### src/rtl/d_bch_cs_scheduler_pkg.sv
// Shared definitions for the Chien-search batching scheduler:
// state encoding, default tag width and a ceil-log2 helper.
package d_bch_cs_pkg;

  localparam int DEFAULT_TAG_W = 4;

  typedef enum logic [1:0] {
    ST_COLLECT = 2'd0,
    ST_LAUNCH  = 2'd1,
    ST_RUN     = 2'd2,
    ST_DONE    = 2'd3
  } state_e;

  // Ceiling log2, at least 1 so it can size a vector directly
  function automatic int clog2(input int value);
    int result;
    int v;
    result = 0;
    v = value - 1;
    while (v > 0) begin
      result = result + 1;
      v = v >> 1;
    end
    if (result < 1) result = 1;
    return result;
  endfunction

endpackage

### src/rtl/d_bch_cs_scheduler_if.sv
// Job hand-off channel from the key-equation solver to the scheduler.
interface d_bch_cs_scheduler_if
  import d_bch_cs_pkg::*;
#(
  parameter int TAG_W = DEFAULT_TAG_W
);
  logic             i_job_valid;
  logic             o_job_ready;
  logic             i_job_fwd;
  logic [TAG_W-1:0] i_job_tag;
  logic             i_job_last;

  modport master (
    output i_job_valid, i_job_fwd, i_job_tag, i_job_last,
    input  o_job_ready
  );

  modport slave (
    input  i_job_valid, i_job_fwd, i_job_tag, i_job_last,
    output o_job_ready
  );
endinterface

### src/rtl/d_bch_cs_scheduler_cmplt_tracker.sv
// Per-lane sticky completion flags for one running batch, plus the
// all-lanes-finished reduce. A pulse in the current cycle already counts
// toward all-done, so a batch can finish the cycle after its last pulse.
module d_bch_cs_cmplt_tracker #(
  parameter int Multi = 2
) (
  input  logic             i_clk,
  input  logic             i_RESET,
  input  logic             i_clear,
  input  logic             i_enable,
  input  logic [Multi-1:0] i_cmplt,
  output logic             o_all_done
);
  logic [Multi-1:0] flags_q;
  logic [Multi-1:0] flags_d;

  // Clear on launch, otherwise accumulate pulses while the batch runs
  always_comb begin
    flags_d = flags_q;
    if (i_clear) flags_d = '0;
    else if (i_enable) flags_d = flags_q | i_cmplt;
  end

  // Flag register
  always_ff @(posedge i_clk) begin
    if (i_RESET) flags_q <= '0;
    else flags_q <= flags_d;
  end

  assign o_all_done = i_enable && (&(flags_q | i_cmplt));
endmodule

### src/rtl/d_bch_cs_scheduler.sv
// Batching scheduler in front of the multi-lane Chien-search array.
// Collects up to Multi jobs, launches the array once, waits for every
// lane to finish and reports the batch. Optional watchdog enabled by
// defining BCH_CS_SCHED_TIMEOUT_EN (adds the sticky o_timeout port).
module d_bch_cs_scheduler
  import d_bch_cs_pkg::*;
#(
  parameter int Multi       = 2,
  parameter int TAG_W       = DEFAULT_TAG_W,
  parameter int TIMEOUT_CYC = 4096
) (
  input  logic                   i_clk,
  input  logic                   i_RESET,
  d_bch_cs_scheduler_if.slave    job_if,
  output logic [Multi-1:0]       o_coef_load,
  input  logic                   i_cs_available,
  output logic                   o_exe_cs,
  output logic [Multi-1:0]       o_data_fowarding,
  input  logic [Multi-1:0]       i_c_message_output_cmplt,
  output logic                   o_batch_done,
  output logic [Multi-1:0]       o_batch_mask,
  output logic [Multi*TAG_W-1:0] o_batch_tags,
  output logic                   o_busy
`ifdef BCH_CS_SCHED_TIMEOUT_EN
  ,
  output logic                   o_timeout
`endif
);
  localparam int CNT_W = clog2(Multi + 1);

  state_e                 state_q, state_d;
  logic [CNT_W-1:0]       cnt_q, cnt_d;
  logic [Multi-1:0]       mask_q, mask_d;
  logic [Multi-1:0]       fwd_q, fwd_d;
  logic [Multi*TAG_W-1:0] tags_q, tags_d;
  logic                   job_ready_q, job_ready_d;
  logic [Multi-1:0]       coef_load_q, coef_load_d;
  logic                   exe_cs_q, exe_cs_d;
  logic [Multi-1:0]       data_fwd_q, data_fwd_d;
  logic                   batch_done_q, batch_done_d;
  logic [Multi-1:0]       batch_mask_q, batch_mask_d;
  logic [Multi*TAG_W-1:0] batch_tags_q, batch_tags_d;
  logic                   busy_q, busy_d;
  logic                   accept;
  logic                   launch;
  logic                   all_done;
`ifdef BCH_CS_SCHED_TIMEOUT_EN
  localparam int RUN_CNT_W = clog2(TIMEOUT_CYC + 1);
  logic [RUN_CNT_W-1:0]   run_cnt_q, run_cnt_d;
  logic                   timeout_q, timeout_d;
`endif

  assign accept = job_if.i_job_valid && job_ready_q;

  d_bch_cs_cmplt_tracker #(.Multi(Multi)) u_tracker (
    .i_clk      (i_clk),
    .i_RESET    (i_RESET),
    .i_clear    (launch),
    .i_enable   (state_q == ST_RUN),
    .i_cmplt    (i_c_message_output_cmplt),
    .o_all_done (all_done)
  );

  // Next-state and registered-output computation for the batch FSM
  always_comb begin
    state_d      = state_q;
    cnt_d        = cnt_q;
    mask_d       = mask_q;
    fwd_d        = fwd_q;
    tags_d       = tags_q;
    coef_load_d  = '0;
    exe_cs_d     = 1'b0;
    data_fwd_d   = data_fwd_q;
    batch_done_d = 1'b0;
    batch_mask_d = batch_mask_q;
    batch_tags_d = batch_tags_q;
    launch       = 1'b0;
`ifdef BCH_CS_SCHED_TIMEOUT_EN
    run_cnt_d    = run_cnt_q;
    timeout_d    = timeout_q;
`endif
    case (state_q)
      ST_COLLECT: begin
        if (accept) begin
          for (int k = 0; k < Multi; k++) begin
            if (cnt_q == CNT_W'(k)) begin
              fwd_d[k]                 = job_if.i_job_fwd;
              tags_d[k*TAG_W +: TAG_W] = job_if.i_job_tag;
              mask_d[k]                = 1'b1;
              coef_load_d[k]           = 1'b1;
            end
          end
          cnt_d = cnt_q + CNT_W'(1);
          if ((cnt_d == CNT_W'(Multi)) || job_if.i_job_last) begin
            state_d    = ST_LAUNCH;
            data_fwd_d = (fwd_d & mask_d) | ~mask_d;
          end
        end
      end
      ST_LAUNCH: begin
        if (i_cs_available) begin
          exe_cs_d     = 1'b1;
          launch       = 1'b1;
          state_d      = ST_RUN;
          batch_mask_d = '0;
          batch_tags_d = '0;
`ifdef BCH_CS_SCHED_TIMEOUT_EN
          run_cnt_d    = '0;
`endif
        end
      end
      ST_RUN: begin
        if (all_done) begin
          state_d      = ST_DONE;
          batch_done_d = 1'b1;
          batch_mask_d = mask_q;
          batch_tags_d = tags_q;
        end
`ifdef BCH_CS_SCHED_TIMEOUT_EN
        else if (run_cnt_q == RUN_CNT_W'(TIMEOUT_CYC - 1)) begin
          state_d      = ST_DONE;
          batch_done_d = 1'b1;
          batch_mask_d = mask_q;
          batch_tags_d = tags_q;
          timeout_d    = 1'b1;
        end else begin
          run_cnt_d = run_cnt_q + RUN_CNT_W'(1);
        end
`endif
      end
      ST_DONE: begin
        state_d = ST_COLLECT;
        cnt_d   = '0;
        mask_d  = '0;
        fwd_d   = '0;
        tags_d  = '0;
      end
      default: state_d = ST_COLLECT;
    endcase
    job_ready_d = (state_d == ST_COLLECT);
    busy_d      = (state_d != ST_COLLECT) || (cnt_d != '0);
  end

  // State, lane storage and output registers
  always_ff @(posedge i_clk) begin
    if (i_RESET) begin
      state_q      <= ST_COLLECT;
      cnt_q        <= '0;
      mask_q       <= '0;
      fwd_q        <= '0;
      tags_q       <= '0;
      job_ready_q  <= 1'b0;
      coef_load_q  <= '0;
      exe_cs_q     <= 1'b0;
      data_fwd_q   <= '1;
      batch_done_q <= 1'b0;
      batch_mask_q <= '0;
      batch_tags_q <= '0;
      busy_q       <= 1'b0;
`ifdef BCH_CS_SCHED_TIMEOUT_EN
      run_cnt_q    <= '0;
      timeout_q    <= 1'b0;
`endif
    end else begin
      state_q      <= state_d;
      cnt_q        <= cnt_d;
      mask_q       <= mask_d;
      fwd_q        <= fwd_d;
      tags_q       <= tags_d;
      job_ready_q  <= job_ready_d;
      coef_load_q  <= coef_load_d;
      exe_cs_q     <= exe_cs_d;
      data_fwd_q   <= data_fwd_d;
      batch_done_q <= batch_done_d;
      batch_mask_q <= batch_mask_d;
      batch_tags_q <= batch_tags_d;
      busy_q       <= busy_d;
`ifdef BCH_CS_SCHED_TIMEOUT_EN
      run_cnt_q    <= run_cnt_d;
      timeout_q    <= timeout_d;
`endif
    end
  end

  assign job_if.o_job_ready = job_ready_q;
  assign o_coef_load        = coef_load_q;
  assign o_exe_cs           = exe_cs_q;
  assign o_data_fowarding   = data_fwd_q;
  assign o_batch_done       = batch_done_q;
  assign o_batch_mask       = batch_mask_q;
  assign o_batch_tags       = batch_tags_q;
  assign o_busy             = busy_q;
`ifdef BCH_CS_SCHED_TIMEOUT_EN
  assign o_timeout          = timeout_q;
`endif
endmodule

### src/flat_wrapper.sv
// flat-port wrapper written by rule: the top's interface ports become plain ports
module d_bch_cs_scheduler_flat import d_bch_cs_pkg::*;
#(
  parameter int Multi       = 2,
  parameter int TAG_W       = DEFAULT_TAG_W,
  parameter int TIMEOUT_CYC = 4096
)
  (i_clk, i_RESET, o_coef_load, i_cs_available, o_exe_cs, o_data_fowarding, i_c_message_output_cmplt, o_batch_done, o_batch_mask, o_batch_tags, o_busy, job_if_i_job_valid, job_if_i_job_fwd, job_if_i_job_tag, job_if_i_job_last, job_if_o_job_ready);
  d_bch_cs_scheduler_if #(.TAG_W(TAG_W)) job_if_i ();
  input  logic i_clk;
  input  logic i_RESET;
  output logic [Multi-1:0] o_coef_load;
  input  logic i_cs_available;
  output logic o_exe_cs;
  output logic [Multi-1:0] o_data_fowarding;
  input  logic [Multi-1:0] i_c_message_output_cmplt;
  output logic o_batch_done;
  output logic [Multi-1:0] o_batch_mask;
  output logic [Multi*TAG_W-1:0] o_batch_tags;
  output logic o_busy;
  input wire logic [$bits(job_if_i.i_job_valid)-1:0] job_if_i_job_valid;
  input wire logic [$bits(job_if_i.i_job_fwd)-1:0] job_if_i_job_fwd;
  input wire logic [$bits(job_if_i.i_job_tag)-1:0] job_if_i_job_tag;
  input wire logic [$bits(job_if_i.i_job_last)-1:0] job_if_i_job_last;
  output wire logic [$bits(job_if_i.o_job_ready)-1:0] job_if_o_job_ready;
  assign job_if_i.i_job_valid = job_if_i_job_valid;
  assign job_if_i.i_job_fwd = job_if_i_job_fwd;
  assign job_if_i.i_job_tag = job_if_i_job_tag;
  assign job_if_i.i_job_last = job_if_i_job_last;
  assign job_if_o_job_ready = job_if_i.o_job_ready;
  d_bch_cs_scheduler #(.Multi(Multi), .TAG_W(TAG_W), .TIMEOUT_CYC(TIMEOUT_CYC)) u_core (.i_clk(i_clk), .i_RESET(i_RESET), .job_if(job_if_i), .o_coef_load(o_coef_load), .i_cs_available(i_cs_available), .o_exe_cs(o_exe_cs), .o_data_fowarding(o_data_fowarding), .i_c_message_output_cmplt(i_c_message_output_cmplt), .o_batch_done(o_batch_done), .o_batch_mask(o_batch_mask), .o_batch_tags(o_batch_tags), .o_busy(o_busy));
endmodule
### config.mk
export PLATFORM = sky130hd
export DESIGN_NAME = d_bch_cs_scheduler_flat
export DESIGN_NICKNAME = d
export VERILOG_FILES = /design/src/rtl/d_bch_cs_scheduler_pkg.sv /design/src/rtl/d_bch_cs_scheduler_if.sv /design/src/rtl/d_bch_cs_scheduler_cmplt_tracker.sv /design/src/rtl/d_bch_cs_scheduler.sv /design/src/flat_wrapper.sv
export SDC_FILE = /design/constraint.sdc
export NUM_CORES = 1
export LEC_CHECK = 0
export CAP_MARGIN = 20
export CELL_PAD_IN_SITES_DETAIL_PLACEMENT = 0
export CELL_PAD_IN_SITES_GLOBAL_PLACEMENT = 2
export CORE_MARGIN = 3
export CORE_UTILIZATION = 37
export DETAILED_ROUTE_END_ITERATION = 16
export DONT_BUFFER_PORTS = 1
export PLACE_DENSITY = 0.84
export REMOVE_ABC_BUFFERS = 1
export SLEW_MARGIN = 10
export SYNTH_ARGS = -nofsm -noshare
export SYNTH_HDL_FRONTEND = slang
export SYNTH_SLANG_ARGS = --single-unit
### constraint.sdc
create_clock -name i_clk -period 2.05 [get_ports i_clk]
set_clock_uncertainty 0.05 [all_clocks]
set_input_delay 0.205 -clock i_clk [delete_from_list [all_inputs] [get_ports i_clk]]
set_output_delay 0.205 -clock i_clk [all_outputs]
set_load 0.02 [all_outputs]
After elaboration in Yosys (flattened, before gate mapping)
Cells that the tools add are included.
{ "totals": {"reg_bits": 36, "in_bits": 12, "output_inout_bits": 18, "elab_cells": 91} }
{ "classes": {"n_addsub": 1, "n_eq_ne": 10, "mux": 38, "bitwise_logic": 7, "reduce_logical": 20} }
{ "ops": {"columns": ["cell", "count"], "rows": [
  ["$pmux 8 s2", 2],
  ["$mux 8", 3],
  ["$mux 2", 9],
  ["$mux 1", 17],
  ["$pmux 2 s2", 4],
  ["$reduce_and 3->1", 4],
  ["$mux 4", 2],
  ["$ne 2x1->1 const B", 4],
  ["$pmux 2 s4", 1],
  ["$reduce_bool 2->1", 4],
  ["$eq 2x2->1 const B", 3],
  ["$logic_not 2->1", 3],
  ["$eq 2x1->1 const B", 2],
  ["$or 2x2->2", 2],
  ["$reduce_and 2->1", 2],
  ["$reduce_or 2->1", 2],
  ["$not 1->1", 3],
  ["$reduce_or 3->1", 1],
  ["$add 2x1->2 const B", 1],
  ["$and 2x2->2", 1],
  ["$logic_and 1x1->1", 2],
  ["$logic_or 1x1->1", 2],
  ["$ne 2x2->1 const B", 1],
  ["$not 2->2", 1]
]} }

Longest topological paths before layout
{ "logic_depth": {"depth_word": 8, "depth_mapped": 7, "ltp_nobuf": 6} }

Hierarchy
Synthesis repeated with hierarchy kept, for this count alone.
{ "hier_totals": {"hier_cells": 171, "hier_area_um2": 1536.5} }
{ "by_module_without_submodules": {"columns": ["module", "instances", "cells_each", "area_per_inst_um2", "seq_area_each_um2"], "rows": [
  ["d_bch_cs_scheduler", 1, 164, 1465.2, 680.7],
  ["d_bch_cs_cmplt_tracker", 1, 7, 71.3, 40.0]
]} }

Worst setup path after synthesis
No wires, ideal clock.
{ "synth_path": {"path_type": "reg2reg", "startpoint": "reg u_core.state_q[0]", "endpoint": "reg u_core.job_ready_q, in the netlist u_core.job_if.o_job_ready", "setup_time_ns": 0.116, "t_arrival_ns": 1.356, "required_ns": 1.884, "setup_slack_ns": 0.529, "path_stages_with_launch": 8, "n_path_buf": 1, "period_less_slack_ns": 1.521, "path_cell_list": "dfxtp_1 > inv_1 > ha_1 > buf_4 > nand3_2 > o21bai_2 > o21a_4 > and3_1"} }
{ "synth_via": {"elab_chain_len": 5, "word_cells_on_any_way": 11, "classes_between": "eq/ne: 3; mux: 5; reduce/logical: 3"} }
{ "synth_lines": {"columns": ["element", "line_no", "rtl"], "rows": [
  ["start, declared", "d_bch_cs_scheduler.sv:31", "state_e state_q, state_d;"],
  ["start signal, assigned", "d_bch_cs_scheduler.sv:165", "state_q <= state_d;"],
  ["$eq 2x2->1", "d_bch_cs_scheduler.sv:59, d_bch_cs_scheduler.sv:82", null],
  ["$logic_and 1x1->1", "d_bch_cs_scheduler_cmplt_tracker.sv:30", "assign o_all_done = i_enable && (&(flags_q | i_cmplt));"],
  ["$mux 2", "d_bch_cs_scheduler.sv:113", "if (all_done) begin"],
  ["$pmux 2 s4 (*)", "d_bch_cs_scheduler.sv:82", "case (state_q)"],
  ["$logic_not 2->1 (*)", "d_bch_cs_scheduler.sv:140", "job_ready_d = (state_d == ST_COLLECT);"],
  ["end signal, assigned", "d_bch_cs_scheduler.sv:170", "job_ready_q <= job_ready_d;"],
  ["end, declared", "d_bch_cs_scheduler.sv:36", "logic job_ready_q, job_ready_d;"]
]} }
Every way passes the cells marked *; elsewhere a longest branch is shown, timed or not.
A chain may end at the register's enable or synchronous reset.

Final worst setup path
Same ends and word-level chain as after synthesis.

==> summary.md <==
| Metric | Value |
|---|---|
| # DRC | 0 |
| Clk sinks | 36 |
| Post-synthesis sequential area ratio | between 40% and 50% |
| Worst-margin pin slew | about 500 ps |
| Worst EP required | approximately 2200 ps |
| XOR/XNOR Fraction of Synth Area | 0% |
| Largest area contributor in the netlist | dfxtp_1 |
| Element type at the critical path start | flip-flop |
| Fmax | between 0.5 and 0.6 GHz |
| Slew HR | about two thirds |
| Count leader, synth | dfxtp_1 |
| Synth top cells by count | dfxtp_1, a21oi_1, nor2_1, nand2_1, nand3_1 |
| CP Max Fanout | 9 |
| Distinct cells, synth | 36 |
| First-pass GRT wire length | around 5900 um |
| HPWL after DPL | roughly 2500 um |
| Die X | between 70 and 80 um |
| # H-tree levels | 2 |
| Worst r2r src | u_core.state_q[0] |
| Worst skew pair latency | roughly 280 ps |
| Fraction of layout cells with a size suffix above 1 | about an eighth |
| Vias per cell | between 5 and 6 |
| Post-Synth Simple-Gate Area | 19.8% |
| Via count | 1200 |
| WP buf/inv | 1 |
| Clock slew at reported path FFs | about 70 ps |
| IR drop worst, VDD | between 0.3 and 0.4 mV |
| Core area | 4120 um^2 |
| Share of the synthesized area in the top cell type | between 40 and 50% |
| Main synth FF type | dfxtp_1 |
| RSZ-0062 raised after global routing | no |
| N_diodes | 0 |
| Fin. Hold Viols | 0 |
| Cell Area, Synth | 1610 um^2 |
| Area Growth Syn to Fin | 10.3% |
| Total negative slack | 0 ps |
| MaxCap Viol Count | 0 |
| Initial antenna violation count | 0 |
| Row count | 23 |
| Remaining global-route overflow | 0 |
| Die height | between 70 and 80 um |
| Endpoint class of the critical path | flip-flop |
| Final Setup Violations | 0 |
| Io pins | 30 |
| EDFF count, synth | 0 |
| CTS tree | yes |
| Delay-heaviest family, CP | compound AO/OA/AOI/OAI gates |
| First drt pass iteration count | 4 |
| Filler cells | around 420 |
| 1st-iter DRT viols | 48 |
| Post-Synthesis Cells | ~180 |
| Overall Global Routing Usage | 14.6% |
| Internal | about 1.1 mW |
| CTS Buffer Depth | 2 |
| Vias in the first global route | 1210 |
| NetSw | 0.446 mW |
| Die area | 5190 um^2 |
| Final Core Density | between 40 and 50% |
| Period utilization | a little under nine tenths |
| Crit-path slowest cell | ha_1 |
| Post-synthesis adder-cell area fraction | 5.43% |
| CP arrival | about 1900 ps |
| Max incr delay on CP | about 370 ps |
| Wire per inst | between 15 and 20 um |
| Worst-path cell chain | inv_1, ha_1, nand3_2, o21bai_2, o21a_4, and3_1 |
| Largest family of logic cells by synthesized area | compound AO/OA/AOI/OAI gates |
| RePlAce Congestion | between 0.7 and 0.8 |
| Post-DRT Antenna Nets | 0 |
| Outcome | completed |
| PwrDens | approximately 890 nW/um^2 |
| Post-synthesis mux area share | approximately 5.0% |
| Crit. Startpoint | u_core.state_q[0] |
| Kind of critical path | flip-flop to flip-flop |
| Initial core utilization | 39.2% |
| Post-synth ARST share | 0% |
| Total CTS buffers | 5 |
| Path type of the worst min-delay path | primary input to flip-flop |
| Largest net degree at the start of global routing | 32 |
| Synthesized area per cell | around 9.2 um^2 |
| Compound-Gate Fraction of Synth Area | around a fifth |
| Minimum clock period | about 1800 ps |
| Nets | just under 200 |
| Input/output buffers | 0 |
| Leakage power total | 0.627 nW |
| Slew Viols, Final | 0 |
| Clock share of power | between 30 and 40% |
| Synth warn | 0 |
| FF+latch count, synth | 36 |
| CTS root buffer | clkbuf_8 |
| Share of power burned in combinational logic | between 15 and 20% |
| Sw frac | between 20% and 30% |
| Synth top area cells | dfxtp_1, a21oi_1, ha_1 |
| Routed WL | roughly 3500 um |
| Sequential power share | about half |
| Hold Path Origin | i_cs_available |
-- cells in the final DEF, fill, tap and decap left out, drive strengths merged --
cell type / n
a21o: 3
a21bo: 1
a32oi: 1
dfxtp: 36
o211ai: 3
mux2i: 8
inv: 7
a211oi: 2
nor2: 20
o221ai: 1
nor4b: 1
dlygate4sd3: 1
a21oi: 25
o21a: 1
o31a: 1
buf: 3
a31oi: 1
ha: 7
nand3: 13
and3: 1
nand2: 15
nor2b: 5
a21boi: 1
o32ai: 1
nor3b: 4
nor3: 2
nand2b: 2
or2: 1
o21bai: 1
clkbuf: 8
o2bb2ai: 2
o22a: 1
-- per-stage QoR --
stage / power (mW) / std cells / setup slack [ps] / area [um^2] / hold slack [ps]
final: 1.58 / 229 / 298 / 1780 / 9.76
after global routing: 1.67 / 229 / 167 / 1780 / 8.40
after CTS: 1.59 / 228 / 271 / 1750 / 0.623
after detailed placement: 1.07 / 219 / 295 / 1650 / 228
after global placement: 1.06 / 219 / 351 / 1650 / 226
after floorplan: 1.01 / 167 / 286 / 1570 / 217
-- worst register-to-register path, delay by kind of cell (launching register included) --
kind | cells | cell delay, ps
adders and majority gates | 1 | 370
buffers and inverters | 1 | 140
AOI/OAI and AO/OA | 2 | 430
DFF | 1 | 340
and+or+nand+nor | 2 | 310
-- path summary, 6_finish.rpt --
kind / end / slack, ps / depth (start not counted)
setup reg to reg: u_core.job_if.o_job_ready / 300 / 6
setup / recovery: u_core.job_if.o_job_ready / 300 / 6
hold reg to reg: u_core.o_batch_tags[0] / 430 / 2
hold / removal: u_core.o_exe_cs / 10 / 2
-- registers in the layout, summed over array words and instances (netlist names), 2 cells and up --
| name | cells |
|---|---|
| u_core.u_tracker.flags_q | 2 |
| u_core.fwd_q | 2 |
| u_core.o_batch_mask | 2 |
| u_core.state_q | 2 |
| u_core.tags_q | 8 |
| u_core.o_data_fowarding | 2 |
| u_core.o_coef_load | 2 |
| u_core.cnt_q | 2 |
| u_core.o_batch_tags | 8 |
| u_core.mask_q | 2 |
-- cell families (layout without fill, tap and decap cells) --
family                   count (synthesis)  after routing
adder cells (fa/ha/maj)                  7              7
flip-flops                              36             36
AND/OR/NAND/NOR                         64             64
buffers and inverters                   15             19
AO/OA/AOI/OAI                           45             45
multiplexers                             8              8
-- per-layer routing --
layer | vias up | global-route usage [%] | part of all wire [%]
li1 | 619 | - | -
met1 | 555 | 17.5 | 44
met2 | 22 | 23.8 | 48
met3 | 4 | 6.09 | 6.9
met4 | 0 | 4.38 | 1.2
met5 | - | 0 | 0
-- power by group through the flow --
| stage | clock (mW) | sequential [mW] | combinational, mW |
|---|---|---|---|
| global placement | 0 | 0.811 | 0.253 |
| finish | 0.512 | 0.796 | 0.277 |
| CTS | 0.526 | 0.796 | 0.271 |
| global route | 0.555 | 0.802 | 0.309 |
| detailed placement | 0 | 0.811 | 0.258 |
| floorplan | 0 | 0.801 | 0.211 |
-- what timing repair did --
action,in CTS,in global routing
endpoints found under the hold margin,31,0
hold buffers,1,0
buffers inserted,0,0
resized for setup,0,0
-- final cells by class --
cell class / instances / area, um^2 / share of cell area, %
Multi-Input combinational cell: 124 / 827 / 46.5
Sequential cell: 36 / 721 / 40.5
Clock buffer: 8 / 90.1 / 5.06
Tap cell: 50 / 62.6 / 3.52
Timing Repair Buffer: 4 / 52.6 / 2.95
Inverter: 7 / 26.3 / 1.48
Power figures use the tool's default switching activity.
